File: config.mk
export PLATFORM = sky130hd
export DESIGN_NAME = alu_mdu_pipe
export DESIGN_NICKNAME = d
export VERILOG_FILES = /design/src/rtl/alu_defs.sv /design/src/rtl/alu_iter_muldiv.sv /design/src/rtl/alu_mdu_pipe.sv
export SDC_FILE = /design/constraint.sdc
export NUM_CORES = 1
export LEC_CHECK = 0
export ABC_AREA = 1
export ABC_CLOCK_PERIOD_IN_PS = 2600
export CAP_MARGIN = 0
export CELL_PAD_IN_SITES_DETAIL_PLACEMENT = 1
export CELL_PAD_IN_SITES_GLOBAL_PLACEMENT = 1
export CORE_UTILIZATION = 39
export CTS_BUF_LIST = sky130_fd_sc_hd__clkbuf_8
export DETAILED_ROUTE_END_ITERATION = 10
export PLACE_DENSITY_LB_ADDON = 0.1
export REMOVE_ABC_BUFFERS = 1
export SLEW_MARGIN = 20
export SYNTH_ARGS = -nofsm -noshare
export SYNTH_HDL_FRONTEND = slang
export SYNTH_HIERARCHICAL = 1
export SYNTH_SLANG_ARGS = --single-unit
File: constraint.sdc
create_clock -name clk -period 2.6 [get_ports clk]
set_input_delay 0.39 -clock clk [delete_from_list [all_inputs] [get_ports clk]]
set_output_delay 0.39 -clock clk [all_outputs]
set_load 0.005 [all_outputs]
File: src/rtl/alu_defs.sv
// Shared opcode and FSM definitions for the pipelined ALU / multiply-divide unit.
// Latency: n/a (package only).
// Backpressure: n/a.
package alu_defs;

  // Bit 3 clear keeps the legacy 3-bit single-cycle ALU codes unchanged.
  localparam logic [3:0] OP_AND   = 4'b0000;
  localparam logic [3:0] OP_OR    = 4'b0001;
  localparam logic [3:0] OP_ADD   = 4'b0010;
  localparam logic [3:0] OP_XOR   = 4'b0011;
  localparam logic [3:0] OP_NOR   = 4'b0100;
  localparam logic [3:0] OP_SLTU  = 4'b0101;
  localparam logic [3:0] OP_SUB   = 4'b0110;
  localparam logic [3:0] OP_SLT   = 4'b0111;
  localparam logic [3:0] OP_SLL   = 4'b1000;
  localparam logic [3:0] OP_SRL   = 4'b1001;
  localparam logic [3:0] OP_SRA   = 4'b1010;
  localparam logic [3:0] OP_RSV   = 4'b1011;
  localparam logic [3:0] OP_MULTU = 4'b1100;
  localparam logic [3:0] OP_MULT  = 4'b1101;
  localparam logic [3:0] OP_DIVU  = 4'b1110;
  localparam logic [3:0] OP_DIV   = 4'b1111;

  typedef enum logic [1:0] {
    S_IDLE   = 2'd0,
    S_BUSY   = 2'd1,
    S_FINISH = 2'd2
  } state_t;

endpackage

File: src/rtl/alu_iter_muldiv.sv
// Iterative shift-add multiplier / restoring divider with sign fix-up.
// Latency: start edge, WIDTH iteration edges, then one FINISH cycle (done high).
// Backpressure: busy high from start until FINISH retires; abort returns to idle.
// Ports: start/is_div/is_signed/a/b sampled when idle; abort cancels BUSY/FINISH;
//        done is high during FINISH (when not aborting) with hi/lo holding the
//        sign-corrected product {hi,lo} or remainder/quotient.
module alu_iter_muldiv
  import alu_defs::*;
#(
  parameter int WIDTH = 32
) (
  input  logic             clk,
  input  logic             rst_n,
  input  logic             start,
  input  logic             abort,
  input  logic             is_div,
  input  logic             is_signed,
  input  logic [WIDTH-1:0] a,
  input  logic [WIDTH-1:0] b,
  output logic             busy,
  output logic             done,
  output logic [WIDTH-1:0] hi,
  output logic [WIDTH-1:0] lo
);

  localparam int CW = $clog2(WIDTH) + 1;

  state_t           state;
  logic [CW-1:0]    cnt;
  logic [WIDTH-1:0] acc_hi;
  logic [WIDTH-1:0] acc_lo;
  logic [WIDTH-1:0] opb;
  logic             div_r;
  logic             neg_q;
  logic             neg_r;

  // Magnitudes; |most-negative| is still representable as an unsigned value.
  logic             a_neg;
  logic             b_neg;
  logic [WIDTH-1:0] abs_a;
  logic [WIDTH-1:0] abs_b;

  assign a_neg = is_signed & a[WIDTH-1];
  assign b_neg = is_signed & b[WIDTH-1];
  assign abs_a = a_neg ? (~a + 1'b1) : a;
  assign abs_b = b_neg ? (~b + 1'b1) : b;

  // One multiply step: conditional add into the high half, then shift the
  // whole {acc_hi,acc_lo} right; the multiplier drains out of acc_lo.
  logic [WIDTH:0]   madd;
  // One divide step: shift the next dividend bit into the partial remainder.
  // The remainder is always below the divisor, so the trial difference fits
  // in WIDTH bits whenever it is kept.
  logic [WIDTH:0]   shrem;
  logic             ge;
  logic [WIDTH-1:0] trial;
  logic [WIDTH-1:0] nxt_hi;
  logic [WIDTH-1:0] nxt_lo;

  assign madd  = {1'b0, acc_hi} + (acc_lo[0] ? {1'b0, opb} : '0);
  assign shrem = {acc_hi, acc_lo[WIDTH-1]};
  assign ge    = shrem >= {1'b0, opb};
  assign trial = shrem[WIDTH-1:0] - opb;

  always_comb begin
    nxt_hi = '0;
    nxt_lo = '0;
    if (div_r) begin
      nxt_hi = ge ? trial : shrem[WIDTH-1:0];
      nxt_lo = {acc_lo[WIDTH-2:0], ge};
    end else begin
      nxt_hi = madd[WIDTH:1];
      nxt_lo = {madd[0], acc_lo[WIDTH-1:1]};
    end
  end

  // Sign fix-up applied on the final magnitudes during FINISH.
  logic [2*WIDTH-1:0] prod;
  logic [2*WIDTH-1:0] prod_neg;

  assign prod     = {acc_hi, acc_lo};
  assign prod_neg = ~prod + 1'b1;

  always_comb begin
    hi = '0;
    lo = '0;
    if (div_r) begin
      lo = neg_q ? (~acc_lo + 1'b1) : acc_lo;
      hi = neg_r ? (~acc_hi + 1'b1) : acc_hi;
    end else begin
      {hi, lo} = neg_q ? prod_neg : prod;
    end
  end

  assign busy = (state != S_IDLE);
  assign done = (state == S_FINISH) && !abort;

  always_ff @(posedge clk or negedge rst_n) begin
    if (!rst_n) begin
      state  <= S_IDLE;
      cnt    <= '0;
      acc_hi <= '0;
      acc_lo <= '0;
      opb    <= '0;
      div_r  <= 1'b0;
      neg_q  <= 1'b0;
      neg_r  <= 1'b0;
    end else begin
      case (state)
        S_IDLE: begin
          if (start) begin
            state  <= S_BUSY;
            cnt    <= CW'(WIDTH);
            acc_hi <= '0;
            acc_lo <= abs_a;
            opb    <= abs_b;
            div_r  <= is_div;
            neg_q  <= a_neg ^ b_neg;
            neg_r  <= a_neg;
          end
        end
        S_BUSY: begin
          if (abort) begin
            state <= S_IDLE;
          end else begin
            acc_hi <= nxt_hi;
            acc_lo <= nxt_lo;
            cnt    <= cnt - 1'b1;
            if (cnt == CW'(1)) state <= S_FINISH;
          end
        end
        S_FINISH: state <= S_IDLE;
        default:  state <= S_IDLE;
      endcase
    end
  end

endmodule

File: src/rtl/alu_mdu_pipe.sv
// ALU with registered single-cycle ops plus iterative mul/div into HI/LO.
// Latency: simple ops and divide-by-zero 1 edge; mul/div WIDTH+1 edges after accept.
// Backpressure: in_ready low while mul/div is in flight; in_valid then ignored.
// Ports: in_valid/in_ready handshake with op1/op2/control; abort cancels mul/div;
//        out_valid pulses with result, o_zf/o_ovf/o_dz; hi/lo hold last mul/div;
//        busy mirrors !in_ready.
module alu_mdu_pipe
  import alu_defs::*;
#(
  parameter int WIDTH = 32,
  parameter int SHW   = $clog2(WIDTH)
) (
  input  logic             clk,
  input  logic             rst_n,
  input  logic             in_valid,
  output logic             in_ready,
  input  logic [WIDTH-1:0] op1,
  input  logic [WIDTH-1:0] op2,
  input  logic [3:0]       control,
  input  logic             abort,
  output logic             out_valid,
  output logic [WIDTH-1:0] result,
  output logic             o_zf,
  output logic             o_ovf,
  output logic             o_dz,
  output logic [WIDTH-1:0] hi,
  output logic [WIDTH-1:0] lo,
  output logic             busy
);

  logic             accept;
  logic             is_muldiv;
  logic             div_zero;
  logic             mdu_start;
  logic             mdu_busy;
  logic             mdu_done;
  logic [WIDTH-1:0] mdu_hi;
  logic [WIDTH-1:0] mdu_lo;

  assign accept    = in_valid && in_ready;
  assign is_muldiv = (control[3:2] == 2'b11);
  // control[1] selects divide within the mul/div group.
  assign div_zero  = is_muldiv && control[1] && (op2 == '0);
  assign mdu_start = accept && is_muldiv && !div_zero;

  assign in_ready = !mdu_busy;
  assign busy     = mdu_busy;

  alu_iter_muldiv #(
    .WIDTH(WIDTH)
  ) u_muldiv (
    .clk      (clk),
    .rst_n    (rst_n),
    .start    (mdu_start),
    .abort    (abort),
    .is_div   (control[1]),
    .is_signed(control[0]),
    .a        (op1),
    .b        (op2),
    .busy     (mdu_busy),
    .done     (mdu_done),
    .hi       (mdu_hi),
    .lo       (mdu_lo)
  );

  // Single-cycle datapath.
  logic [WIDTH-1:0] sum;
  logic [WIDTH-1:0] diff;
  logic [SHW-1:0]   sh;
  logic [WIDTH-1:0] alu_res;
  logic             alu_ovf;
  logic             alu_zf;

  assign sum  = op1 + op2;
  assign diff = op1 - op2;
  assign sh   = op2[SHW-1:0];

  always_comb begin
    alu_res = '0;
    alu_ovf = 1'b0;
    case (control)
      OP_AND:  alu_res = op1 & op2;
      OP_OR:   alu_res = op1 | op2;
      OP_ADD: begin
        alu_res = sum;
        alu_ovf = (op1[WIDTH-1] == op2[WIDTH-1]) && (sum[WIDTH-1] != op1[WIDTH-1]);
      end
      OP_XOR:  alu_res = op1 ^ op2;
      OP_NOR:  alu_res = ~(op1 | op2);
      OP_SLTU: alu_res = {{(WIDTH-1){1'b0}}, (op1 < op2)};
      OP_SUB: begin
        alu_res = diff;
        // Same rule as ADD with B inverted: overflow when A and ~B share a sign.
        alu_ovf = (op1[WIDTH-1] != op2[WIDTH-1]) && (diff[WIDTH-1] != op1[WIDTH-1]);
      end
      OP_SLT:  alu_res = {{(WIDTH-1){1'b0}}, ($signed(op1) < $signed(op2))};
      OP_SLL:  alu_res = op1 << sh;
      OP_SRL:  alu_res = op1 >> sh;
      OP_SRA:  alu_res = $unsigned($signed(op1) >>> sh);
      default: alu_res = '0;
    endcase
  end

  // The reserved opcode reports all flags clear even though its result is 0.
  assign alu_zf = (alu_res == '0) && (control != OP_RSV);

  always_ff @(posedge clk or negedge rst_n) begin
    if (!rst_n) begin
      out_valid <= 1'b0;
      result    <= '0;
      o_zf      <= 1'b0;
      o_ovf     <= 1'b0;
      o_dz      <= 1'b0;
      hi        <= '0;
      lo        <= '0;
    end else begin
      out_valid <= 1'b0;
      if (mdu_done) begin
        hi        <= mdu_hi;
        lo        <= mdu_lo;
        result    <= mdu_lo;
        o_zf      <= (mdu_lo == '0);
        o_ovf     <= 1'b0;
        o_dz      <= 1'b0;
        out_valid <= 1'b1;
      end else if (accept && div_zero) begin
        hi        <= op1;
        lo        <= '1;
        result    <= '1;
        o_zf      <= 1'b0;
        o_ovf     <= 1'b0;
        o_dz      <= 1'b1;
        out_valid <= 1'b1;
      end else if (accept && !is_muldiv) begin
        result    <= alu_res;
        o_zf      <= alu_zf;
        o_ovf     <= alu_ovf;
        o_dz      <= 1'b0;
        out_valid <= 1'b1;
      end
    end
  end

endmodule

==> flow_metrics.py, run 1 <==
metrics = {
    "run_status": {
        "outcome": "did not finish",
        "stop_stage": "5_1_grt",
        "error": "[ERROR GRT-0232] Routing congestion too high. Check the congestion heatmap in the GUI.",
    },
    "synthesis": {
        "post_synth_mux_area_share_pct": 0,
        "synth_area_leaders": "nand2_1, dfrtp_1, nand3_1",
        "yosys.area_share.simple_pct": 46.8,
        "synthDistinctLibCells": 61,
        "yosys.area_share.adder_pct": 7.54,
        "syn_avg_cell_area_um2": 5.54,
        "synth_compound_area_share_pct": 12.8,
        "synth_flop_cell": "dfrtp_1",
        "synth_top_area_share_pct": 22.0,
        "yosys.area_share.xor_xnor_pct": 3.29,
        "synth-async-reset-ratio_pct": 100,
        "ys_seq_area_share_pct": 17.7,
        "netlist_instances": 5288,
        "synth_top_family_by_area": "simple AND/OR/NAND/NOR gates",
        "yosysTopAreaCell": "nand2_1",
        "syn_area_um2": 29300,
        "ys_ff_latch": 207,
        "yosysWarningCount": 6,
        "synth_edf_count": 0,
    },
    "floorplanning": {
        "die_y_um": 276,
        "io-pin-count": 174,
        "start_util_pct": 39.4,
        "floorplan.rows": 100,
        "die_w_um": 276,
    },
    "placement": {
        "numPlacedInstances": 7384,
        "dp_hpwl_mm": 171,
        "gp_congestion": 1.11,
        "portBuffers": 173,
    },
    "clocking": {
        "cts_sinks": 207,
        "cts_buffer_depth": 3,
        "cts_buffers": 39,
        "clockRootBuffer": "clkbuf_8",
        "cts_max_level": 2,
    },
    "sta": {
        "postGrtWorstEndpoint": "o_zf$_DFFE_PN0P_/D",
        "worstEndpointType": "register input",
    },
    "grt": {
        "overflow": 2030,
        "grt_usage_pct": 92.5,
        "grt_max_degree": 71,
    },
}
layer usage:
layer	GRT usage (%)	overflow
met5	55.7	11
met4	99.5	641
met3	81.6	72
met2	106	1237
met1	89.2	69
cell families after synthesis:
group                      Yosys count
buffers and inverters              888
AOI/OAI and AO/OA                  667
xor gates and xnor gates           110
and+or+nand+nor                   3242
adders and majority gates          174
DFF                                207
per-stage QoR:
step                hold slack (ns)  util, %  setup WS, ns  instance area (um2)
floorplan                    0.0944        -         -3.03                28400
global placement              0.424     54.2         -1.52                40300
detailed placement            0.422     54.3         -1.57                40300
CTS                           0.358     59.3        -0.430                44000
Yosys cell counts (14+ instances only):
| library cell | instances |
|---|---|
| nor2_2 | 25 |
| dfrtp_1 | 207 |
| nand4_1 | 100 |
| inv_2 | 20 |
| inv_1 | 675 |
| buf_1 | 23 |
| xnor2_1 | 19 |
| nand2_1 | 1715 |
| o21ai_1 | 31 |
| nand3_1 | 648 |
| clkbuf_1 | 82 |
| o21ai_0 | 250 |
| o211ai_1 | 45 |
| a31oi_1 | 47 |
| o21bai_1 | 22 |
| ha_1 | 170 |
| a21oi_1 | 219 |
| nor4_1 | 19 |
| nor2_1 | 608 |
| nand3b_1 | 14 |
| xor2_1 | 91 |
| buf_2 | 71 |
| nor3_1 | 53 |
what timing repair did:
action | CTS
pin swaps | 153
cloned | 3
buffers inserted | 56
resized for setup | 669
setup endpoints to repair | 123
hold buffers | 1
hold endpoints to repair | 64
==> run 2, diff against run 1 <==
- ABC_CLOCK_PERIOD_IN_PS: 2600 -> 3400
- CELL_PAD_IN_SITES_DETAIL_PLACEMENT: 1 -> unset
- CELL_PAD_IN_SITES_GLOBAL_PLACEMENT: 1 -> unset
- CORE_UTILIZATION: 39 -> 30
- CTS_BUF_LIST: sky130_fd_sc_hd__clkbuf_8 -> unset
- PLACE_DENSITY_LB_ADDON: 0.1 -> 0.15
- clock period: 2.6 -> 3.4 ns (I/O delays scaled with it)
==> flow_metrics.py, run 2 <==
metrics = {
    "routing": {
        "wirelength_mm": 187,
        "routedWlPerCell_um": 25.4,
        "top_layer": "met5",
        "dr_wl_met2_mm": 84.8,
        "ant_nets": 0,
        "drc_errors": 0,
        "vias_per_cell": 5.28,
        "vias": 39000,
        "wl_met3_mm": 11.9,
        "dr.pass1.iters": 9,
        "drt_iter0_markers": 4147,
        "met1Wirelength_mm": 76.9,
    },
    "clocking": {
        "cts_buffers": 27,
        "clk_latency_ns": 0.62,
        "cts_buffer_depth": 3,
        "cts_max_level": 1,
        "clockRootBuffer": "clkbuf_16",
        "clkTransAtPathRegs_ns": 0.06,
        "cts_sinks": 207,
        "tritoncts": "built",
    },
    "cells_and_area": {
        "area_growth_pct": 33.0,
        "final_layout_size_suffix_gt1_share_pct": 15.6,
        "nFillCells": 11000,
        "multi_input_area_um2": 20700,
        "layout_common_cells": "nand2_1, buf_4, inv_1",
        "stdcell_area_um2": 38900,
        "final_common_cell": "nand2_1",
        "final_cells": 7375,
        "nets": 6323,
        "final-seq-area_um2": 5180,
    },
    "critical_path": {
        "critical-path-slowest-cell": "clkdlybuf4s50_1",
        "path_cells": "clkdlybuf4s50_1 > inv_1 > ha_1 > buf_4 > nand2_1 > nand2_1 > nand3_1 > nand2_1 > buf_4 > nand2_1 > nand3_1 > nand3_1 > nor2_1 > nand2_1 > nor2_2 > nand2_1 > nor2_1 > nand2_1 > nor2_1 > nand2_1 > a21oi_2",
        "worst_setup_path_start_kind": "input port",
        "end_kind": "register",
        "critPathBufInv": 4,
        "crit_top_cell": "nand2_1",
        "crit_arrival_ns": 3.97,
        "path_delay_family": "simple AND/OR/NAND/NOR gates",
        "crit_required_ns": 3.95,
        "max_stage_delay_ns": 0.57,
        "path_class": "input port to register",
        "worstPathMaxFanout": 5,
    },
    "floorplanning": {
        "fp.coreArea_um2": 96700,
        "floorplan.rows": 114,
        "io-pin-count": 174,
        "die_y_um": 314,
        "die-area_um2": 98900,
        "start_util_pct": 30.3,
        "die_w_um": 314,
    },
    "synthesis": {
        "post_synth_mux_area_share_pct": 0,
        "yosysWarningCount": 6,
        "synthDistinctLibCells": 61,
        "synth_edf_count": 0,
        "yosysMostFrequentCell": "nand2_1",
        "yosys.area_share.xor_xnor_pct": 3.29,
        "yosysTopAreaCell": "nand2_1",
        "synth-async-reset-ratio_pct": 100,
        "yosys.area_share.simple_pct": 46.8,
        "syn_avg_cell_area_um2": 5.54,
        "yosys.area_share.adder_pct": 7.54,
        "netlist_instances": 5288,
        "synth_top_area_share_pct": 22.0,
        "synthTopCellsByCount": "nand2_1, inv_1, nand3_1, nor2_1, o21ai_0",
        "synth_flop_cell": "dfrtp_1",
        "ys_ff_latch": 207,
        "synth_compound_area_share_pct": 12.8,
        "synth_top_family_by_area": "simple AND/OR/NAND/NOR gates",
        "syn_area_um2": 29300,
        "ys_seq_area_share_pct": 17.7,
        "synth_area_leaders": "nand2_1, dfrtp_1, nand3_1",
    },
    "pwr": {
        "power_w": 0.0233,
        "switching_share_pct": 54.3,
        "p_leak_nw": 20.6,
        "internal-power_w": 0.0107,
        "p_sw_w": 0.0127,
        "seqPwrFrac_pct": 18.8,
        "p_clk_share_pct": 14.0,
        "ir_worst_vdd_uv": 429,
        "powerDensity_nw_per_um2": 599,
        "power_frac_comb_pct": 67.2,
    },
    "grt": {
        "antenna_found_initial": 4,
        "grt_max_degree": 88,
        "overflow": 0,
        "grt_pass1_wl_mm": 264,
        "grt_pass1_vias": 37100,
        "grt_usage_pct": 37.0,
    },
    "sta": {
        "timing.final.max_slew_violations": 0,
        "period_share_pct": 101,
        "fin_ws_ns": -0.0250,
        "finalHoldViolCount": 0,
        "fin_skew_ns": 0.0235,
        "fmax_mhz": 292,
        "rsz0062_at_grt": "yes",
        "timing.final.crit_period_ns": 3.43,
        "whs_ns": 0.486,
        "tns_ns": -0.0250,
        "max_slew_margin_pct": 36.4,
        "finalSetupViolations": 1,
        "worst_pin_slew_ns": 0.951,
    },
    "placement": {
        "numPlacedInstances": 7323,
        "portBuffers": 173,
        "place_area_um2": 37900,
        "gp_congestion": 1.03,
        "dp_hpwl_mm": 160,
    },
    "worst_hold_path": {
        "worstHoldPathType": "register to register",
    },
    "run_status": {
        "violations": "setup timing",
        "outcome": "finished, violations left",
    },
    "run": {
        "drv_cap": 0,
    },
}
[run 2: cell counts after synthesis]
No cell type changed its count.
[run 2: per-layer routing]
layer  vias to the layer above  GRT usage [%]
met2                      1603           60.3
met4                         2           23.3
met3                       370           4.55
met1                     18300           46.1
li1                      18600              -
met5                         -              0
[run 2: through the flow]
stage / utilization [%] / setup WS (ns)
after floorplan: - / -2.35
after global placement: 39.2 / -0.800
after detailed placement: 39.2 / -0.809
after CTS: 40.2 / 0.00302
after global routing: 40.3 / -0.0999
final: 40.3 / -0.0250
[run 2: layout make-up]
type | instances | area share [%]
multi-input cells | 4193 | 53.2
repair buffers | 949 | 20.2
flip-flops and latches | 207 | 13.3
inverters | 699 | 6.76
well taps | 1276 | 4.10
clock buffers | 30 | 1.82
clock inverters | 20 | 0.662
diodes | 1 | 0.00643
[run 2: worst register-to-register path, delay by kind of cell (launching register included)]
family                   cells  cell delay (ns)
AO/OA/AOI/OAI                3             0.59
XOR/XNOR                     1             0.17
adder cells (fa/ha/maj)      1             0.25
buffers and inverters        2             0.22
flip-flops                   1             0.37
AND/OR/NAND/NOR              8             1.57
[run 2: final timing paths]
check | startpoint | to | slack [ns] | cells after the start
min reg2reg | lo[14]$_DFFE_PN0P_ | lo[14]$_DFFE_PN0P_ | 0.49 | 2
max in group asynchronous | rst_n | u_muldiv/opb[30]$_DFFE_PN0P_ | 2.09 | 3
min | lo[14]$_DFFE_PN0P_ | lo[14]$_DFFE_PN0P_ | 0.49 | 2
max | op1[1] | o_zf$_DFFE_PN0P_ | -0.03 | 21
max reg2reg | u_muldiv/acc_lo[0]$_DFFE_PN0P_ | o_zf$_DFFE_PN0P_ | 0.18 | 15
min in group asynchronous | rst_n | u_muldiv/acc_lo[12]$_DFFE_PN0P_ | 0.50 | 2
[run 2: power by group through the flow]
stage                     combinational [W]  sequential, W  clock [W]
after floorplan                     0.00805        0.00425          0
after detailed placement             0.0153        0.00438          0
final                                0.0157        0.00439    0.00326
after global placement               0.0154        0.00439          0
after global routing                 0.0169        0.00446    0.00338
after CTS                            0.0154        0.00436    0.00332
[run 2: cell families after synthesis]
logic type | after synthesis
xor+xnor | 110
simple gates | 3242
flops | 207
buf+inv | 888
fa+ha+maj | 174
compound gates | 667
[run 2: timing repair]
action | 4_1_cts | 5_1_grt
endpoints found under the hold margin | 84 | 0
pin swaps | 0 | 0
cloned | 0 | 0
gates resized for setup | 7 | 20
endpoints found under the setup margin | 1 | 4
hold buffers | 1 | 0
buffers inserted | 0 | 0
Power figures use the tool's default switching activity.
